===== src/rtl/dbg_pkg.sv =====
// Shared encodings for the ifetch debug halt/step controller.
package dbg_pkg;

   localparam int PC_W   = 11;
   localparam int STEP_W = 8;

   typedef enum logic [1:0] {
      ST_RUN  = 2'b00,
      ST_HALT = 2'b01,
      ST_STEP = 2'b10
   } state_e;

   typedef enum logic [1:0] {
      CAUSE_NONE = 2'b00,
      CAUSE_BKPT = 2'b01,
      CAUSE_EXT  = 2'b10,
      CAUSE_STEP = 2'b11
   } cause_e;

endpackage


===== src/rtl/dbg_step_cnt.sv =====
// Remaining-instruction counter for debug single-stepping.
module dbg_step_cnt #(
   parameter int STEP_W = dbg_pkg::STEP_W
) (
   input  logic              clk,
   input  logic              reset,
   input  logic              load,
   input  logic [STEP_W-1:0] load_val,
   input  logic              dec,
   input  logic              clr,
   output logic              last
);

   logic [STEP_W-1:0] cnt_q, cnt_d;

   always_comb begin
      cnt_d = cnt_q;
      if (clr) begin
         cnt_d = '0;
      end else if (load) begin
         // A requested count of zero still steps one instruction.
         cnt_d = (load_val == '0) ? STEP_W'(1) : load_val;
      end else if (dec && (cnt_q != '0)) begin
         cnt_d = cnt_q - STEP_W'(1);
      end
   end

   always_ff @(posedge clk or posedge reset) begin
      if (reset) begin
         cnt_q <= '0;
      end else begin
         cnt_q <= cnt_d;
      end
   end

   assign last = (cnt_q == STEP_W'(1));

endmodule


===== src/rtl/dbg_halt_ctrl.sv =====
// Debug halt/step controller: drives the fetch lock and records halt cause and PC.
module dbg_halt_ctrl #(
   parameter int PC_W   = dbg_pkg::PC_W,
   parameter int STEP_W = dbg_pkg::STEP_W
) (
   input  logic              clk,
   input  logic              reset,
   input  logic              timer_done,
   input  logic [PC_W-1:0]   mv_PC,
   input  logic              inst_adv,
   input  logic              ext_halt_req,
   input  logic              ext_run_req,
   input  logic              ext_step_req,
   input  logic [STEP_W-1:0] ext_step_num,
   output logic              dbg_lock,
   output logic              halted,
   output logic              halt_evt,
   output logic [1:0]        halt_cause,
   output logic [PC_W-1:0]   halt_pc
);

   import dbg_pkg::*;

   state_e            state_q, state_d;
   cause_e            cause_q, cause_d;
   logic [PC_W-1:0]   pc_q, pc_d;
   logic              evt_q, evt_d;
   logic              lock_q, lock_d;
   logic              cnt_load, cnt_dec, cnt_clr, cnt_last;

   dbg_step_cnt #(.STEP_W(STEP_W)) u_step_cnt (
      .clk      (clk),
      .reset    (reset),
      .load     (cnt_load),
      .load_val (ext_step_num),
      .dec      (cnt_dec),
      .clr      (cnt_clr),
      .last     (cnt_last)
   );

   always_comb begin
      state_d  = state_q;
      cause_d  = cause_q;
      pc_d     = pc_q;
      evt_d    = 1'b0;
      cnt_load = 1'b0;
      cnt_dec  = 1'b0;
      cnt_clr  = 1'b0;
      unique case (state_q)
         ST_RUN: begin
            if (timer_done || ext_halt_req) begin
               state_d = ST_HALT;
               cause_d = timer_done ? CAUSE_BKPT : CAUSE_EXT;
               pc_d    = mv_PC;
               evt_d   = 1'b1;
            end
         end
         ST_HALT: begin
            if (ext_run_req) begin
               state_d = ST_RUN;
            end else if (ext_step_req) begin
               state_d  = ST_STEP;
               cnt_load = 1'b1;
            end
         end
         ST_STEP: begin
            // Any exit from STEP discards whatever count remains.
            if (timer_done || ext_halt_req || (inst_adv && cnt_last)) begin
               state_d = ST_HALT;
               cause_d = timer_done ? CAUSE_BKPT : (ext_halt_req ? CAUSE_EXT : CAUSE_STEP);
               pc_d    = mv_PC;
               evt_d   = 1'b1;
               cnt_clr = 1'b1;
            end else if (ext_run_req) begin
               state_d = ST_RUN;
               cnt_clr = 1'b1;
            end else begin
               cnt_dec = inst_adv;
            end
         end
         default: begin
            state_d = ST_RUN;
            cnt_clr = 1'b1;
         end
      endcase
      lock_d = (state_d == ST_HALT);
   end

   always_ff @(posedge clk or posedge reset) begin
      if (reset) begin
         state_q <= ST_RUN;
         cause_q <= CAUSE_NONE;
         pc_q    <= '0;
         evt_q   <= 1'b0;
         lock_q  <= 1'b0;
      end else begin
         state_q <= state_d;
         cause_q <= cause_d;
         pc_q    <= pc_d;
         evt_q   <= evt_d;
         lock_q  <= lock_d;
      end
   end

   assign dbg_lock   = lock_q;
   assign halted     = lock_q;
   assign halt_evt   = evt_q;
   assign halt_cause = cause_q;
   assign halt_pc    = pc_q;

endmodule


===== config.mk =====
export PLATFORM = sky130hd
export DESIGN_NAME = dbg_halt_ctrl
export DESIGN_NICKNAME = d
export VERILOG_FILES = /design/src/rtl/dbg_pkg.sv /design/src/rtl/dbg_step_cnt.sv /design/src/rtl/dbg_halt_ctrl.sv
export SDC_FILE = /design/constraint.sdc
export NUM_CORES = 1
export LEC_CHECK = 0
export CAP_MARGIN = 20
export CORE_MARGIN = 4
export CORE_UTILIZATION = 45
export DETAILED_ROUTE_END_ITERATION = 12
export HOLD_SLACK_MARGIN = 0.02
export PLACE_DENSITY = 0.9
export SLEW_MARGIN = 20
export SYNTH_ARGS = -nofsm -noshare
export SYNTH_HDL_FRONTEND = slang
export SYNTH_HIERARCHICAL = 1
export SYNTH_SLANG_ARGS = --single-unit

===== constraint.sdc =====
create_clock -name clk -period 3.3 [get_ports clk]
set_input_delay 0.33 -clock clk [delete_from_list [all_inputs] [get_ports clk]]
set_output_delay 0.33 -clock clk [all_outputs]
set_load 0.01 [all_outputs]

==> impl_metrics.json, run 1 <==
{
  "status": "finished clean",
  "synthesis.instances": 111,
  "tightest_slew_ns": 0.748,
  "rr_worst_depth": 7,
  "synth-adder-area-share_pct": 2.86,
  "core-area_sq_um": 2780,
  "postRouteAntennaNets": 0,
  "place_area_sq_um": 1730,
  "worst_hold_slack_ns": 0.287,
  "synth_area_sq_um": 1310,
  "p_per_area_nw_per_um2": 599,
  "drt_first_iter_violations": 30,
  "crit_required_ns": 3.53,
  "reg2reg_from": "state_q[0]$_DFF_PP0_",
  "synthArstFlopShare_pct": 100,
  "finalMaxSlewViolations": 0,
  "drv_cap": 0,
  "synth_compound_area_share_pct": 15.5,
  "hp-class": "in -> async",
  "synth_area_leader_cell": "dfrtp_1",
  "numCtsBuffers": 3,
  "cts_tree": "yes",
  "hpwl_mm": 2.39,
  "wl_mm": 3.07,
  "die_h_um": 62.0,
  "postCtsSetupBuffers": 0,
  "synthToLayoutAreaGrowth_pct": 33.7,
  "cts_buffer_depth": 2,
  "root_buffer": "clkbuf_4",
  "clock-sinks": 25,
  "cp_data_arrival_time_ns": 2.97,
  "n_fill_cell": 216,
  "syn_nets": 140,
  "finalClockSkew_ns": 0.00451,
  "finalSetupViolCount": 0,
  "htreeDepth": 1,
  "synth.mux.area_fraction_pct": 11.7,
  "syn_avg_cell_area_sq_um": 11.8,
  "startpoint_type": "input port",
  "pin_count": 42,
  "antenna_cells": 0,
  "synthSimpleGateAreaFrac_pct": 15.0,
  "yosys.area.top_type_share_pct": 47.6,
  "ctsHoldBuffers": 0,
  "timing.fmax_ghz": 0.365,
  "grt.overflow.total": 0,
  "drive_above_1_share_pct": 15.0,
  "fin_tns_setup_ns": 0,
  "ctsResizeCount": 0,
  "final_cell_area_sq_um": 1760,
  "fin_crit_sh_pct": 83.0,
  "synth_seq_cells": 25,
  "crit_path_end_kind": "flop",
  "vias_per_cell": 5.67,
  "ys_types": 39,
  "first_pass_iters": 5,
  "clk_pin_slew_ns": 0.13,
  "final_nets": 183,
  "crit_fanout": 5,
  "r2r_setup_slack_ns": 0.64,
  "startpoint": "timer_done",
  "die_area_sq_um": 3850,
  "die_w_um": 62.0,
  "peakVddDrop_uv": 477,
  "path_class": "in -> reg",
  "rsz0062_at_grt": "no",
  "port_buffers": 41,
  "grt_usage_pct": 16.4,
  "first_global_vias": 1072,
  "drc": 0,
  "synth_most_common_cell": "dfrtp_1",
  "synth_xor_area_share_pct": 2.67,
  "yosys_warnings": 6,
  "max_slew_margin_pct": 50.1,
  "p_leak_nw": 0.734,
  "num_vias": 1043,
  "grt_antenna_before_repair": 0,
  "clk_latency_ns": 0.31,
  "place_congestion": 0.822,
  "synth_top_family_by_area": "compound AO/OA/AOI/OAI gates",
  "period_needed_ns": 2.74,
  "ys.flop_type": "dfrtp_1",
  "seq_area_frac_synth_pct": 47.6,
  "wl_per_cell_um": 16.7,
  "synthTopCellsByArea": "dfrtp_1, mux2_4, a211oi_1",
  "yosys-top-cells-count": "dfrtp_1, mux2_4, nor2_1",
  "initial_core_util_pct": 47.2,
  "finalHoldViolCount": 0,
  "grt_start_max_net_pins": 18,
  "synth-edff-count": 0,
  "grt_pass1_wl_mm": 4.70,
  "row_count": 19
}
## layout make-up
class                           count  area (sq um)  area share, %
Inverter                            5          18.8           1.07
Sequential cell                    25           626           35.6
Multi-Input combinational cell     77           628           35.8
Timing Repair Buffer               42           418           23.8
Clock inverter                      1          5.00          0.285
Clock buffer                        3          22.5           1.28
Tap cell                           31          38.8           2.21
## power by group
group | internal, mW | switching, mW | leakage (nW) | total, mW
combinational | 0.255 | 0.184 | 0.416 | 0.438
clock | 0.0453 | 0.0876 | 0.0177 | 0.133
sequential | 0.395 | 0.0871 | 0.300 | 0.482
total | 0.695 | 0.358 | 0.734 | 1.05
## cell families (layout without fill, tap and decap cells)
family                     Yosys count  count (layout)
muxes                               11              11
xor gates and xnor gates             4               4
DFF                                 25              25
AOI/OAI and AO/OA                   26              26
and+or+nand+nor                     33              33
buffers and inverters                9              51
adders and majority gates            3               3
## cells in the final DEF, fill, tap and decap left out, drive strengths merged, types with 3 or more instances in the layout
cell type / n
nor3: 3
dfrtp: 25
inv: 5
a211oi: 5
nand2: 5
clkdlybuf4s50: 41
nor2: 9
a21oi: 5
mux2: 11
clkbuf: 3
or4b: 3
o21ai: 5
ha: 3
## critical path, cell delays in order
cell	delay, ns
clkdlybuf4s50_1	0.50
or4_1	0.54
a21oi_1	0.20
and3_1	0.28
nand2_1	0.14
a2111oi_0	0.61
xnor2_1	0.13
a211oi_1	0.24
## metrics by stage
stage | cells | worst slack [ns] | utilization, % | power [mW]
6_report | 184 | 0.563 | 63.2 | 1.05
5_1_grt | 184 | 0.488 | 63.2 | 1.12
2_1_floorplan | 111 | 1.02 | - | 0.726
3_5_place_dp | 180 | 0.294 | 62.2 | 0.920
3_3_place_gp | 180 | 0.474 | 62.2 | 0.898
4_1_cts | 184 | 0.615 | 63.2 | 1.06
## state kept, by name (all words and copies together), names as in the netlist
| signal | count |
|---|---|
| dbg_lock | 1 |
| halt_pc | 11 |
| u_step_cnt/cnt_q | 8 |
| halt_evt | 1 |
| state_q | 2 |
| halt_cause | 2 |
## final timing paths
path / to
max: u_step_cnt/cnt_q[4]$_DFFE_PP0P_
min: u_step_cnt/cnt_q[1]$_DFFE_PP0P_
max reg2reg: u_step_cnt/cnt_q[4]$_DFFE_PP0P_
min reg2reg: halt_pc[7]$_DFFE_PP0P_
max in group asynchronous: halt_pc[1]$_DFFE_PP0P_
min in group clk: halt_pc[7]$_DFFE_PP0P_
## metal layers
metal	track usage [%]	share of wire, %
met1	19.4	41
met2	29.6	49
met3	3.72	9.9
met4	4.55	0.75
met5	0	0
Note: power is estimated with default switching activity, not from simulation.
==> run 2, diff against run 1 <==
- clock period: 3.3 -> 2.8 ns (I/O delays scaled with it)
==> impl_metrics.json, run 2 (same netlist as run 1, synthesis figures left out) <==
{
  "worst_slack_ns": 0.283,
  "max_slew_margin_pct": 57.3,
  "die_area_sq_um": 3850,
  "clk_pin_slew_ns": 0.14,
  "status": "finished clean",
  "die_w_um": 62.0,
  "crit_required_ns": 3.02,
  "crit_chain": "inv_1, ha_1, and3_1, a21oi_1, and3_1, nand2_1, a2111oi_0, xnor2_1, a211oi_1",
  "hp-class": "in -> async",
  "place_congestion": 0.807,
  "final_nets": 188,
  "rr_worst_depth": 9,
  "period_needed_ns": 2.52,
  "postRouteAntennaNets": 0,
  "critPathSlowestCell": "a2111oi_0",
  "first_global_vias": 1123,
  "rsz0062_at_grt": "no",
  "place_ws_ns": -0.0746,
  "startpoint_type": "flop",
  "crit_fanout": 5,
  "ctsHoldBuffers": 0,
  "core-area_sq_um": 2780,
  "antenna_cells": 0,
  "peakVddDrop_uv": 539,
  "crit_path_end_kind": "flop",
  "cp_data_arrival_time_ns": 2.74,
  "timing.fmax_ghz": 0.397,
  "finalClockSkew_ns": 0.00616,
  "htreeDepth": 1,
  "largest_reg_flops": 11,
  "num_vias": 1073,
  "grt_start_max_net_pins": 18,
  "row_count": 19,
  "reg2reg_from": "u_step_cnt/cnt_q[1]$_DFFE_PP0P_",
  "drv_cap": 0,
  "ctsResizeCount": 0,
  "n_fill_cell": 227,
  "pin_count": 42,
  "crit_top_cell": "and3_1",
  "cts_tree": "yes",
  "final_cell_mix": "clkdlybuf4s50_1, dfrtp_1, mux2_4, nor2_1, buf_4",
  "finalSetupViolCount": 0,
  "path_class": "reg -> reg",
  "finalPower_mw": 1.26,
  "clock-sinks": 25,
  "grt_pass1_wl_mm": 4.95,
  "tightest_slew_ns": 0.640,
  "initial_core_util_pct": 47.2,
  "vias_per_cell": 5.68,
  "synthToLayoutAreaGrowth_pct": 36.6,
  "drc": 0,
  "grt.overflow.total": 0,
  "grt_usage_pct": 17.6,
  "drive_above_1_share_pct": 17.7,
  "p_leak_nw": 0.759,
  "first_pass_iters": 4,
  "postCtsSetupBuffers": 0,
  "port_buffers": 41,
  "wl_per_cell_um": 16.8,
  "grt_antenna_before_repair": 0,
  "finalHoldViolCount": 0,
  "p_per_area_nw_per_um2": 700,
  "finalMaxSlewViolations": 0,
  "r2r_setup_slack_ns": 0.28,
  "hpwl_mm": 2.52,
  "cts_buffer_depth": 2,
  "numCtsBuffers": 3,
  "root_buffer": "clkbuf_4",
  "wl_mm": 3.17,
  "slowest_delay_ns": 0.49,
  "final_common_cell": "clkdlybuf4s50_1",
  "reg2reg_to": "u_step_cnt/cnt_q[4]$_DFFE_PP0P_",
  "drt_first_iter_violations": 41,
  "fin_crit_sh_pct": 89.9,
  "die_h_um": 62.0,
  "clk_latency_ns": 0.32
}
## run 2: worst max path at each step
stage / from / endpoint / slack [ns] / cells past startpoint
2_1_floorplan: state_q[0]$_DFF_PP0_ / u_step_cnt/cnt_q[4]$_DFFE_PP0P_ / 0.52 / 7
3_3_place_gp: ext_halt_req / u_step_cnt/cnt_q[4]$_DFFE_PP0P_ / 0.12 / 8
3_5_place_dp: ext_halt_req / u_step_cnt/cnt_q[4]$_DFFE_PP0P_ / -0.07 / 8
4_1_cts: u_step_cnt/cnt_q[1]$_DFFE_PP0P_ / u_step_cnt/cnt_q[4]$_DFFE_PP0P_ / 0.27 / 9
5_1_grt: u_step_cnt/cnt_q[1]$_DFFE_PP0P_ / u_step_cnt/cnt_q[4]$_DFFE_PP0P_ / 0.07 / 9
6_report: u_step_cnt/cnt_q[1]$_DFFE_PP0P_ / u_step_cnt/cnt_q[4]$_DFFE_PP0P_ / 0.28 / 9
## run 2: stage by stage
step	area, sq um	utilization [%]	TNS, ns	instances	hold slack [ns]
floorplan	1310	-	0	111	0.0957
detailed placement	1770	63.5	-0.0746	185	0.495
global placement	1770	63.5	0	185	0.489
CTS	1790	64.5	0	189	0.226
finish	1790	64.5	0	189	0.218
global route	1790	64.5	0	189	0.264
## run 2: power breakdown
part,switching (mW),internal [mW]
logic,0.224,0.310
registers,0.0969,0.465
clock network,0.108,0.0534
total,0.428,0.828
## run 2: worst max-delay path, delay by kind of cell, from the launching register on
kind | cells | cell delay (ns)
buf+inv | 1 | 0.11
xor+xnor | 1 | 0.12
fa+ha+maj | 1 | 0.20
flops | 1 | 0.40
compound gates | 3 | 0.97
simple gates | 3 | 0.61
## run 2: layer usage
layer | GRT usage (%) | wire, um | up-vias
met3 | 3.10 | 299 | 0
met1 | 19.8 | 1260 | 520
met5 | 0 | 0 | -
met2 | 33.7 | 1610 | 44
met4 | 4.55 | 0 | 0
li1 | - | - | 509
## run 2: cell type report
type / instances / area (sq um) / share of cell area, %
multi-input cells: 77 / 628 / 35.0
inverters: 5 / 18.8 / 1.05
repair buffers: 47 / 455 / 25.4
flip-flops and latches: 25 / 626 / 34.9
clock buffers: 3 / 22.5 / 1.26
clock inverters: 1 / 5.00 / 0.279
well taps: 31 / 38.8 / 2.16
==> run 3, diff against run 2 <==
- SYNTH_HIERARCHICAL: 1 -> not set
==> impl_metrics.json, run 3 <==
{
  "status": "finished clean",
  "postRouteAntennaNets": 0,
  "final_cell_area_sq_um": 1750,
  "wl_per_cell_um": 17.4,
  "vias_per_cell": 5.66,
  "tightest_slew_ns": 0.926,
  "crit_path_end_kind": "flop",
  "first_pass_iters": 4,
  "synth_area_sq_um": 1290,
  "reg2reg_to": "halt_pc[6]$_DFFE_PP0P_",
  "clock-sinks": 25,
  "port_buffers": 41,
  "place_ws_ns": 0.645,
  "clk_latency_ns": 0.33,
  "ctsResizeCount": 0,
  "place_congestion": 0.786,
  "pin_count": 42,
  "crit_required_ns": 3.04,
  "htreeDepth": 1,
  "finalHoldViolCount": 0,
  "startpoint": "u_step_cnt.cnt_q[5]$_DFFE_PP0P_",
  "cts_tree": "yes",
  "ctsHoldBuffers": 0,
  "die_h_um": 61.6,
  "finalSetupViolCount": 0,
  "period_needed_ns": 2.15,
  "yosys_warnings": 0,
  "p_per_area_nw_per_um2": 722,
  "yosys-top-cells-count": "dfrtp_1, nor2_1, mux2_4",
  "crit_fanout": 14,
  "drt_first_iter_violations": 54,
  "largest_reg_flops": 11,
  "timing.fmax_ghz": 0.464,
  "place_area_sq_um": 1720,
  "final_common_cell": "clkdlybuf4s50_1",
  "first_global_vias": 1142,
  "seq_area_frac_synth_pct": 48.3,
  "drive_above_1_share_pct": 14.9,
  "p_leak_nw": 0.703,
  "synthToLayoutAreaGrowth_pct": 34.8,
  "endpoint": "halt_pc[6]$_DFFE_PP0P_",
  "core-area_sq_um": 2760,
  "grt_antenna_before_repair": 0,
  "grt.overflow.total": 0,
  "startpoint_type": "flop",
  "reg2reg_from": "u_step_cnt.cnt_q[5]$_DFFE_PP0P_",
  "max_slew_margin_pct": 38.2,
  "finalClockSkew_ns": 0.00264,
  "die_w_um": 61.6,
  "drc": 0,
  "synth_seq_cells": 25,
  "synth_area_leader_cell": "dfrtp_1",
  "initial_core_util_pct": 47.0,
  "synth_most_common_cell": "dfrtp_1",
  "antenna_cells": 0,
  "synthTopCellsByArea": "dfrtp_1, mux2_4, xnor2_1",
  "finalPower_mw": 1.26,
  "worst_slack_ns": 0.646,
  "path_class": "reg -> reg",
  "drv_cap": 0,
  "cp_data_arrival_time_ns": 2.39,
  "cts_buffer_depth": 2,
  "finalMaxSlewViolations": 0,
  "fin_tns_setup_ns": 0,
  "rr_worst_depth": 5,
  "final_nets": 183,
  "rsz0062_at_grt": "no",
  "synthesis.instances": 113,
  "fin_crit_sh_pct": 76.9,
  "grt_pass1_wl_mm": 5.16,
  "num_vias": 1048,
  "peakVddDrop_uv": 540,
  "grt_start_max_net_pins": 26,
  "grt_usage_pct": 18.6,
  "ys.flop_type": "dfrtp_1",
  "die_area_sq_um": 3800,
  "hp-class": "in -> async",
  "yosys.area.top_type_share_pct": 48.3,
  "clk_pin_slew_ns": 0.14,
  "root_buffer": "clkbuf_4",
  "worst_hold_slack_ns": 0.437,
  "numCtsBuffers": 3,
  "synth-edff-count": 0,
  "final_cell_mix": "clkdlybuf4s50_1, dfrtp_1, nor2_1",
  "ys_types": 33,
  "syn_nets": 141,
  "r2r_setup_slack_ns": 0.65,
  "hpwl_mm": 2.51,
  "synthArstFlopShare_pct": 100,
  "row_count": 19,
  "wl_mm": 3.23,
  "postCtsSetupBuffers": 0,
  "syn_avg_cell_area_sq_um": 11.5
}
[run 3: cell types whose count changed in the layout (fill, tap and decap cells not counted), sizes merged, moves of 3 or more]
cell / delta
buf: -6
nand3: +3
or4b: -3
o21ai: -5
nor2: +5
xnor2: +4
[run 3: area by class of cell]
type	instances	area, sq um
Tap cell	31	38.8
Clock inverter	1	5.00
Multi-Input combinational cell	80	628
Clock buffer	3	22.5
Sequential cell	25	626
Inverter	4	15.0
Fill cell	211	1010
Timing Repair Buffer	41	410
[run 3: kinds of logic (layout without fill, tap and decap cells)]
family,count (synthesis),after routing,synth area share (%)
AOI/OAI and AO/OA,17,17,10.1
xor gates and xnor gates,6,6,4.06
adders and majority gates,2,2,1.93
buffers and inverters,8,49,3.19
DFF,25,25,48.3
muxes,11,11,11.6
and+or+nand+nor,44,44,20.8
[run 3: worst min-delay path by stage]
stage                            start                        end  slack (ns)  depth (start not counted)
3_5_place_dp    halt_pc[7]$_DFFE_PP0P_     halt_pc[7]$_DFFE_PP0P_        0.50                          1
2_1_floorplan                    reset         dbg_lock$_DFF_PP0_        0.31                          1
4_1_cts                          reset  halt_cause[1]$_DFFE_PP0P_        0.46                          2
5_1_grt                          reset     halt_pc[1]$_DFFE_PP0P_        0.52                          2
6_report                         reset     halt_pc[1]$_DFFE_PP0P_        0.44                          2
3_3_place_gp   halt_pc[10]$_DFFE_PP0P_    halt_pc[10]$_DFFE_PP0P_        0.49                          1
[run 3: stage by stage]
stage               cells  util (%)
floorplan             113         -
global placement      181      62.3
detailed placement    181      62.3
CTS                   185      63.3
global route          185      63.3
finish                185      63.3
[run 3: worst max-delay path: stages, from the launching register on]
cell and delay [ns]:
dfrtp_1 0.43, or3_4 0.42, nor2_4 0.19, nand4_4 0.14, a21oi_4 0.47, mux2_2 0.39
[run 3: per-layer routing]
metal | part of all wire [%] | GRT usage [%]
met1 | 37 | 22.5
met4 | 2.4 | 7.88
met2 | 53 | 32.3
met5 | 0 | 0
met3 | 7.3 | 3.35
[run 3: report_power, final]
group          total, mW  switching (mW)  internal (mW)
Sequential         0.567          0.0991          0.468
Clock              0.169           0.115         0.0538
Combinational      0.525           0.222          0.303
Total               1.26           0.436          0.824
